`src/rtl/intra_scan_seq.sv`:
```
`default_nettype none
// ============================================================================
// Module      : intra_scan_seq
// Description : Counter-based intra TU scan sequencer. For each accepted TU it
//               emits one 4x4 unit per cycle: optional pre-stage cycles, then
//               a reverse raster walk, once for luma or twice (Cb, Cr) for
//               chroma, with start/busy/done handshake and bStop stall.
// Revision    : 1.0 - initial parametrised release
// ============================================================================
module intra_scan_seq #(
    parameter int MAX_LOG2_TU = 5,
    parameter int CHROMA      = 0,
    parameter int CHROMA_422  = 0,
    parameter int XY_W        = MAX_LOG2_TU - 1
) (
    input  logic            clk,
    input  logic            rst,
    input  logic            start,
    input  logic [2:0]      tuSize,
    input  logic            isInter,
    input  logic            bStop,
    output logic            busy,
    output logic            out_valid,
    output logic [XY_W-1:0] X,
    output logic [XY_W-1:0] Y,
    output logic [4:0]      preStage,
    output logic [2:0]      order,
    output logic [1:0]      cIdx,
    output logic            done,
    output logic            err
);

    // Cycle index width: a pass is at most units + units/16 cycles.
    localparam int         c_KW         = 2 * MAX_LOG2_TU;
    localparam int         c_UW         = c_KW + 1;
    localparam logic       c_DBL        = (CHROMA != 0) && (CHROMA_422 != 0);
    localparam logic [1:0] c_FIRST_CIDX = (CHROMA != 0) ? 2'd1 : 2'd0;
    localparam logic [2:0] c_MAX_TU     = 3'(MAX_LOG2_TU);

    localparam logic [1:0] c_IDLE = 2'd0;
    localparam logic [1:0] c_PRE  = 2'd1;
    localparam logic [1:0] c_SCAN = 2'd2;

    // Sizing derived from the incoming request; only consumed at acceptance.
    logic [2:0]      w_lgnu;
    logic [2:0]      w_lgr;
    logic [3:0]      w_lgu;
    logic [XY_W-1:0] w_nu_m1;
    logic [XY_W-1:0] w_r_m1;
    logic [c_UW-1:0] w_units;
    logic [c_UW-1:0] w_p;
    logic            w_has_pre;
    logic [c_KW-1:0] w_tm1;
    logic [4:0]      w_pm1;
    logic            w_legal;

    // Registered sequencing state.
    logic [1:0]      r_state;
    logic [XY_W-1:0] r_nu_m1;
    logic [XY_W-1:0] r_r_m1;
    logic [XY_W-1:0] r_x;
    logic [XY_W-1:0] r_y;
    logic [4:0]      r_pre;
    logic [4:0]      r_pm1;
    logic            r_has_pre;
    logic [c_KW-1:0] r_k;
    logic [c_KW-1:0] r_tm1;
    logic [1:0]      r_cidx;
    logic            r_done;
    logic            r_err;

    logic            w_active;

    // Per-request geometry: side, rows, pre-stage count and pass length - 1.
    // Results for illegal tuSize wrap harmlessly; they are never latched.
    always_comb begin
        w_lgnu    = tuSize - 3'd2;
        w_lgr     = w_lgnu + {2'b00, c_DBL};
        w_lgu     = {w_lgnu, 1'b0} + {3'b000, c_DBL};
        w_nu_m1   = (XY_W'(1) << w_lgnu) - XY_W'(1);
        // Modulo arithmetic: a full-width row count wraps to all-ones here.
        w_r_m1    = (XY_W'(1) << w_lgr) - XY_W'(1);
        w_units   = c_UW'(1) << w_lgu;
        w_has_pre = !isInter && (w_lgu >= 4'd4);
        w_p       = w_has_pre ? (w_units >> 4) : '0;
        w_tm1     = c_KW'(w_p + w_units - c_UW'(1));
        w_pm1     = 5'(w_p - c_UW'(1));
        w_legal   = (tuSize >= 3'd2) && (tuSize <= c_MAX_TU);
    end

    // Sequencer: accept a TU, walk pre-stages, reverse raster, repeat for Cr.
    always_ff @(posedge clk) begin
        if (rst) begin
            r_state   <= c_IDLE;
            r_nu_m1   <= '0;
            r_r_m1    <= '0;
            r_x       <= '0;
            r_y       <= '0;
            r_pre     <= '0;
            r_pm1     <= '0;
            r_has_pre <= 1'b0;
            r_k       <= '0;
            r_tm1     <= '0;
            r_cidx    <= '0;
            r_done    <= 1'b0;
            r_err     <= 1'b0;
        end else if (!bStop) begin
            r_done <= 1'b0;
            r_err  <= 1'b0;
            case (r_state)
                c_IDLE: begin
                    if (start) begin
                        if (w_legal) begin
                            r_nu_m1   <= w_nu_m1;
                            r_r_m1    <= w_r_m1;
                            r_x       <= w_nu_m1;
                            r_y       <= w_r_m1;
                            r_has_pre <= w_has_pre;
                            r_pm1     <= w_pm1;
                            r_tm1     <= w_tm1;
                            r_pre     <= '0;
                            r_k       <= '0;
                            r_cidx    <= c_FIRST_CIDX;
                            r_state   <= w_has_pre ? c_PRE : c_SCAN;
                        end else begin
                            r_err <= 1'b1;
                        end
                    end
                end
                c_PRE: begin
                    r_k <= r_k + c_KW'(1);
                    if (r_pre == r_pm1) begin
                        r_state <= c_SCAN;
                    end else begin
                        r_pre <= r_pre + 5'd1;
                    end
                end
                c_SCAN: begin
                    if ((r_x == '0) && (r_y == '0)) begin
                        if ((CHROMA != 0) && (r_cidx == 2'd1)) begin
                            r_cidx  <= 2'd2;
                            r_x     <= r_nu_m1;
                            r_y     <= r_r_m1;
                            r_pre   <= '0;
                            r_k     <= '0;
                            r_state <= r_has_pre ? c_PRE : c_SCAN;
                        end else begin
                            r_state <= c_IDLE;
                            r_done  <= 1'b1;
                        end
                    end else begin
                        r_k <= r_k + c_KW'(1);
                        if (r_x == '0) begin
                            r_x <= r_nu_m1;
                            r_y <= r_y - XY_W'(1);
                        end else begin
                            r_x <= r_x - XY_W'(1);
                        end
                    end
                end
                default: r_state <= c_IDLE;
            endcase
        end
    end

    // Output decode from registered state; IDLE presents reset values.
    always_comb begin
        w_active  = (r_state != c_IDLE);
        busy      = w_active;
        out_valid = w_active;
        X         = w_active ? r_x : '0;
        Y         = w_active ? r_y : '0;
        cIdx      = w_active ? r_cidx : 2'd0;
        done      = r_done;
        err       = r_err;
        if (r_state == c_PRE) begin
            preStage = r_pre;
        end else if (r_state == c_SCAN) begin
            preStage = 5'd31;
        end else begin
            preStage = 5'd0;
        end
        // Tail tags take priority over the head tags on very short passes.
        if (!w_active) begin
            order = 3'd0;
        end else if (r_k == r_tm1) begin
            order = 3'd7;
        end else if ((r_tm1 >= c_KW'(2)) && (r_k == r_tm1 - c_KW'(1))) begin
            order = 3'd6;
        end else if ((r_tm1 >= c_KW'(3)) && (r_k == r_tm1 - c_KW'(2))) begin
            order = 3'd5;
        end else if (r_k == '0) begin
            order = 3'd0;
        end else if (r_k == c_KW'(1)) begin
            order = 3'd1;
        end else begin
            order = 3'd2;
        end
    end

endmodule
`default_nettype wire

```
`config.mk`:
```
export PLATFORM = sky130hd
export DESIGN_NAME = intra_scan_seq
export DESIGN_NICKNAME = d
export VERILOG_FILES = /design/src/rtl/intra_scan_seq.sv
export SDC_FILE = /design/constraint.sdc
export NUM_CORES = 1
export LEC_CHECK = 0
export CAP_MARGIN = 20
export CORE_AREA = 8 8 111 113
export CTS_CLUSTER_SIZE = 40
export DETAILED_ROUTE_END_ITERATION = 8
export DIE_AREA = 0 0 119 121
export PLACE_DENSITY = 0.58
export SLEW_MARGIN = 0
export SYNTH_ARGS = -nofsm -noshare
export SYNTH_HDL_FRONTEND = slang
export SYNTH_SLANG_ARGS = --single-unit
```
`constraint.sdc`:
```
create_clock -name clk -period 3.69 [get_ports clk]
set_clock_uncertainty 0.2 [all_clocks]
set_input_delay 0.738 -clock clk [delete_from_list [all_inputs] [get_ports clk]]
set_output_delay 0.738 -clock clk [all_outputs]
set_load 0.02 [all_outputs]
```
==> results of run 1 <==
stage by stage:
step / power (mW) / cells / TNS [ns]
floorplan: 0.981 / 463 / 0
global placement: 1.15 / 628 / 0
detailed placement: 1.15 / 628 / -0.0525
CTS: 1.48 / 636 / 0
global route: 1.57 / 636 / 0
finish: 1.46 / 636 / 0
power by group:
| group | internal [mW] | switching, mW | total (mW) |
|---|---|---|---|
| registers | 0.517 | 0.0344 | 0.551 |
| logic | 0.258 | 0.342 | 0.600 |
| clock network | 0.134 | 0.179 | 0.313 |
cell type report:
type | count | area share, %
inverter | 24 | 2.17
clock inverter | 2 | 0.361
sequential | 45 | 21.7
timing repair buffer | 55 | 11.5
clock buffer | 6 | 1.75
multi-input combinational | 364 | 58.4
tap | 140 | 4.21
cell usage in the layout, fill, tap and decap left out, types with 3 or more instances in the layout:
cell type                         synthesis  routed
sky130_fd_sc_hd__nand4b_1                 4       4
sky130_fd_sc_hd__nand2_1                 41      41
sky130_fd_sc_hd__a211oi_1                17      17
sky130_fd_sc_hd__or3_1                    9       9
sky130_fd_sc_hd__a21o_1                   7       7
sky130_fd_sc_hd__nor3_1                  11      10
sky130_fd_sc_hd__nor2b_1                 11      11
sky130_fd_sc_hd__nand3_1                 21      21
sky130_fd_sc_hd__ha_1                    28      27
sky130_fd_sc_hd__clkdlybuf4s50_1          0      24
sky130_fd_sc_hd__and3_1                   6       6
sky130_fd_sc_hd__buf_4                    3      28
sky130_fd_sc_hd__o21ai_0                 17      17
sky130_fd_sc_hd__nand2b_1                 6       6
sky130_fd_sc_hd__xnor2_1                 22      22
sky130_fd_sc_hd__dfxtp_1                 45      45
sky130_fd_sc_hd__inv_1                   24      24
sky130_fd_sc_hd__o211ai_1                 3       3
sky130_fd_sc_hd__nor4_1                   7       5
sky130_fd_sc_hd__mux2i_1                 10      10
sky130_fd_sc_hd__a21oi_1                 26      26
sky130_fd_sc_hd__xor2_1                   9       9
sky130_fd_sc_hd__a211o_1                  3       3
sky130_fd_sc_hd__nor2_1                  60      60
sky130_fd_sc_hd__clkbuf_8                 0       5
sky130_fd_sc_hd__nor3b_1                  8       6
sky130_fd_sc_hd__nand4_1                  3       3
routing by layer:
layer  share of wire [%]  track usage [%]  vias up
li1                    -                -     1685
met1                  47             14.8     1483
met2                  46             21.0       55
met3                 4.7             2.79       14
met4                 2.0             4.43        0
met5                   0                0        -
worst min-delay path, cell delays in order, from the launching register on:
cell                       delay (ns)
sky130_fd_sc_hd__dfxtp_1         0.33
sky130_fd_sc_hd__nor2_1          0.10
sky130_fd_sc_hd__a211oi_1        0.05
flip-flops by register name, indices dropped and copies added (netlist names), 2 cells and up:
register	cells
r_k	10
r_pm1	4
r_state	2
r_tm1	10
r_pre	5
r_y	4
r_nu_m1	4
r_x	4
kinds of logic (layout without fill, tap and decap cells):
kind of cell | count (synthesis) | count (layout)
AOI/OAI and AO/OA | 93 | 93
other | 1 | 2
and+or+nand+nor | 199 | 199
buffers and inverters | 54 | 87
adders and majority gates | 28 | 28
DFF | 45 | 45
muxes | 10 | 10
xor gates and xnor gates | 32 | 32
what timing repair did:
item,4_1_cts,5_1_grt
resized for setup,7,6
hold endpoints to repair,0,0
setup endpoints to repair,3,5
final timing paths:
kind,end,cells after the start
max,order[2],8
min,r_nu_m1[1],2
max reg2reg,r_k[8],8
min reg2reg,r_nu_m1[1],2
==> metrics.txt, run 1 <==
# TYPE chip_impl_metric gauge
chip_impl_info{name="critical-path-slowest-cell",value="sky130_fd_sc_hd__dfxtp_1"} 1
chip_impl_metric{name="drtPass1Iterations",unit=""} 4
chip_impl_info{name="critical_path_endpoint_category",value="primary output"} 1
chip_impl_info{name="synth_flop_cell",value="sky130_fd_sc_hd__dfxtp_1"} 1
chip_impl_metric{name="post_synth_xor_area_fraction",unit="%"} 8.35
chip_impl_info{name="hold_path.class",value="register to register"} 1
chip_impl_metric{name="report.final.slew_viol_count",unit=""} 0
chip_impl_metric{name="asyncSetResetFlopFracSynth",unit="%"} 0
chip_impl_metric{name="finalWirelength",unit="um"} 8790
chip_impl_metric{name="drtIter0Drc",unit=""} 157
chip_impl_metric{name="fmax",unit="MHz"} 286
chip_impl_info{name="post_synth_main_area_contributors",value="sky130_fd_sc_hd__dfxtp_1 (26%), sky130_fd_sc_hd__ha_1 (10%), sky130_fd_sc_hd__nor2_1 (6.4%), sky130_fd_sc_hd__xnor2_1 (5.5%), sky130_fd_sc_hd__nand2_1 (4.4%)"} 1
chip_impl_metric{name="post_synth_instance_area",unit="um2"} 3520
chip_impl_metric{name="synth-warning-count",unit=""} 0
chip_impl_metric{name="report.final.hold_viol_count",unit=""} 0
chip_impl_metric{name="post_drt_wl_per_cell",unit="um"} 13.8
chip_impl_metric{name="max-vdd-ir-drop",unit="V"} 0.000160
chip_impl_metric{name="post_route_cells_drive_above_1_share",unit="%"} 10.7
chip_impl_metric{name="ctsHtreeMaxLevel",unit=""} 2
chip_impl_metric{name="fp.dieArea",unit="um2"} 14400
chip_impl_metric{name="final_min_period_over_clock_period",unit="%"} 94.9
chip_impl_metric{name="synthMuxAreaShare",unit="%"} 2.84
chip_impl_metric{name="pre_cts_slack",unit="ns"} -0.0315
chip_impl_info{name="rsz0062_at_grt",value="false"} 1
chip_impl_info{name="worst_path_dominant_cell_family",value="simple AND/OR/NAND/NOR gates"} 1
chip_impl_metric{name="number_of_max_cap_violations",unit=""} 0
chip_impl_metric{name="worstMarginPinSlew",unit="ns"} 0.718
chip_impl_metric{name="post_synth_num_cell_types",unit=""} 54
chip_impl_info{name="setup.worst_path.class",value="register to primary output"} 1
chip_impl_metric{name="complex_gate_fraction_of_the_synthesized_area",unit="%"} 17.8
chip_impl_metric{name="drtAntennaViolNets",unit=""} 0
chip_impl_metric{name="ctsLongestPathBuffers",unit=""} 2
chip_impl_info{name="hold_path.startpoint",value="r_nu_m1[1]"} 1
chip_impl_metric{name="worst-path-buf-inv",unit=""} 2
chip_impl_metric{name="die_h",unit="um"} 121
chip_impl_metric{name="rows",unit=""} 38
chip_impl_info{name="synth_most_common_cell",value="sky130_fd_sc_hd__nor2_1"} 1
chip_impl_metric{name="cts_buffer_count",unit=""} 5
chip_impl_metric{name="final_core_util",unit="%"} 39.2
chip_impl_metric{name="antenna_found_initial",unit=""} 0
chip_impl_metric{name="setup_viol",unit=""} 0
chip_impl_metric{name="initial_core_util",unit="%"} 33.2
chip_impl_metric{name="diodes",unit=""} 0
chip_impl_metric{name="max_slew_margin",unit="%"} 52.0
chip_impl_metric{name="cells_after_synthesis",unit=""} 462
chip_impl_metric{name="power_density",unit="nW/um2"} 352
chip_impl_metric{name="core_area",unit="um2"} 10600
chip_impl_metric{name="place.port_buffers",unit=""} 27
chip_impl_metric{name="synth_top_area_share",unit="%"} 25.6
chip_impl_metric{name="fin_ws",unit="ns"} 0.189
chip_impl_metric{name="critPathMaxStageDelay",unit="ns"} 0.37
chip_impl_metric{name="critical_path.max_fanout",unit=""} 6
chip_impl_metric{name="leakage",unit="nW"} 1.63
chip_impl_info{name="rr_startpoint",value="r_x[0]"} 1
chip_impl_metric{name="via_per_inst",unit=""} 5.09
chip_impl_metric{name="hold_slack",unit="ns"} 0.310
chip_impl_metric{name="fraction_of_the_mapped_netlist_area_in_simple_logic_gates",unit="%"} 28.5
chip_impl_metric{name="first_global_vias",unit=""} 3154
chip_impl_metric{name="synth_edf_count",unit=""} 0
chip_impl_metric{name="dpl-instance-area",unit="um2"} 4030
chip_impl_metric{name="buffers_inserted_during_post_cts_setup_optimization",unit=""} 0
chip_impl_metric{name="synthAdderAreaFrac",unit="%"} 9.95
chip_impl_metric{name="cts.reportedPaths.clkPinSlew",unit="ns"} 0.10
chip_impl_metric{name="syn_to_final_growth",unit="%"} 18.1
chip_impl_metric{name="gp_congestion",unit=""} 0.824
chip_impl_metric{name="grt_pass1_wl",unit="um"} 14900
chip_impl_info{name="synth_common_cells",value="sky130_fd_sc_hd__nor2_1 (60), sky130_fd_sc_hd__dfxtp_1 (45), sky130_fd_sc_hd__nand2_1 (41)"} 1
chip_impl_info{name="synth_top_cell_by_area",value="sky130_fd_sc_hd__dfxtp_1"} 1
chip_impl_metric{name="grt_start_max_net_pins",unit=""} 34
chip_impl_metric{name="multi_input_comb_area",unit="um2"} 2430
chip_impl_metric{name="timing.reg2reg.setup_slack",unit="ns"} 1.22
chip_impl_info{name="worstSetupStartpoint",value="r_tm1[3]"} 1
chip_impl_info{name="timing.critical_path.from_type",value="register"} 1
chip_impl_metric{name="grt_overflow",unit=""} 0
chip_impl_metric{name="cp_data_required_time",unit="ns"} 2.75
chip_impl_info{name="timing.critical_path.cells",value="buf_4, xnor2_1, xnor2_1, nor4_2, nand3_1, or3_1, a21oi_1, dlygate4sd2_1"} 1
chip_impl_metric{name="net_total_in_the_final_layout",unit=""} 531
chip_impl_metric{name="fillers",unit=""} 1123
chip_impl_info{name="synth_top_family_by_area",value="simple AND/OR/NAND/NOR gates"} 1
chip_impl_metric{name="via_count",unit=""} 3237
chip_impl_metric{name="sequential_element_share_of_the_synthesized_area",unit="%"} 25.6
chip_impl_metric{name="grt_usage",unit="%"} 12.3
chip_impl_metric{name="final_period_minus_worst_setup_slack",unit="ns"} 3.50
chip_impl_metric{name="layout.area.seq",unit="um2"} 901
chip_impl_metric{name="cts-hold-fix-buffers",unit=""} 0
chip_impl_metric{name="die_w",unit="um"} 119
chip_impl_metric{name="finish.instance_area",unit="um2"} 4160
chip_impl_metric{name="syn-mean-instance-area",unit="um2"} 7.62
chip_impl_metric{name="insertion_delay",unit="ns"} 0.31
chip_impl_metric{name="number_of_placed_i_o_pins",unit=""} 30
chip_impl_info{name="cp_common_cell",value="sky130_fd_sc_hd__xnor2_1"} 1
chip_impl_metric{name="post-route-drc-count",unit=""} 0
chip_impl_info{name="result_of_the_run",value="complete, no violations"} 1
chip_impl_metric{name="cts_sinks",unit=""} 45
chip_impl_metric{name="place.detailed.hpwl",unit="um"} 6760
chip_impl_metric{name="synth.ff_latch_count",unit=""} 45
chip_impl_info{name="root_buffer",value="sky130_fd_sc_hd__clkbuf_8"} 1
chip_impl_info{name="tritoncts_clock_tree",value="yes"} 1
chip_impl_metric{name="crit_arrival",unit="ns"} 2.56
Power figures use the tool's default switching activity.
==> inputs of run 2 (changes only) <==
--- a/config.mk
+++ b/config.mk
@@ -11,7 +11,6 @@
 export DETAILED_ROUTE_END_ITERATION = 8
 export DIE_AREA = 0 0 119 121
 export PLACE_DENSITY = 0.58
-export SLEW_MARGIN = 0
 export SYNTH_ARGS = -nofsm -noshare
 export SYNTH_HDL_FRONTEND = slang
 export SYNTH_SLANG_ARGS = --single-unit
==> results of run 2 <==
Final layout, timing and power as in run 1 (identical DEF).
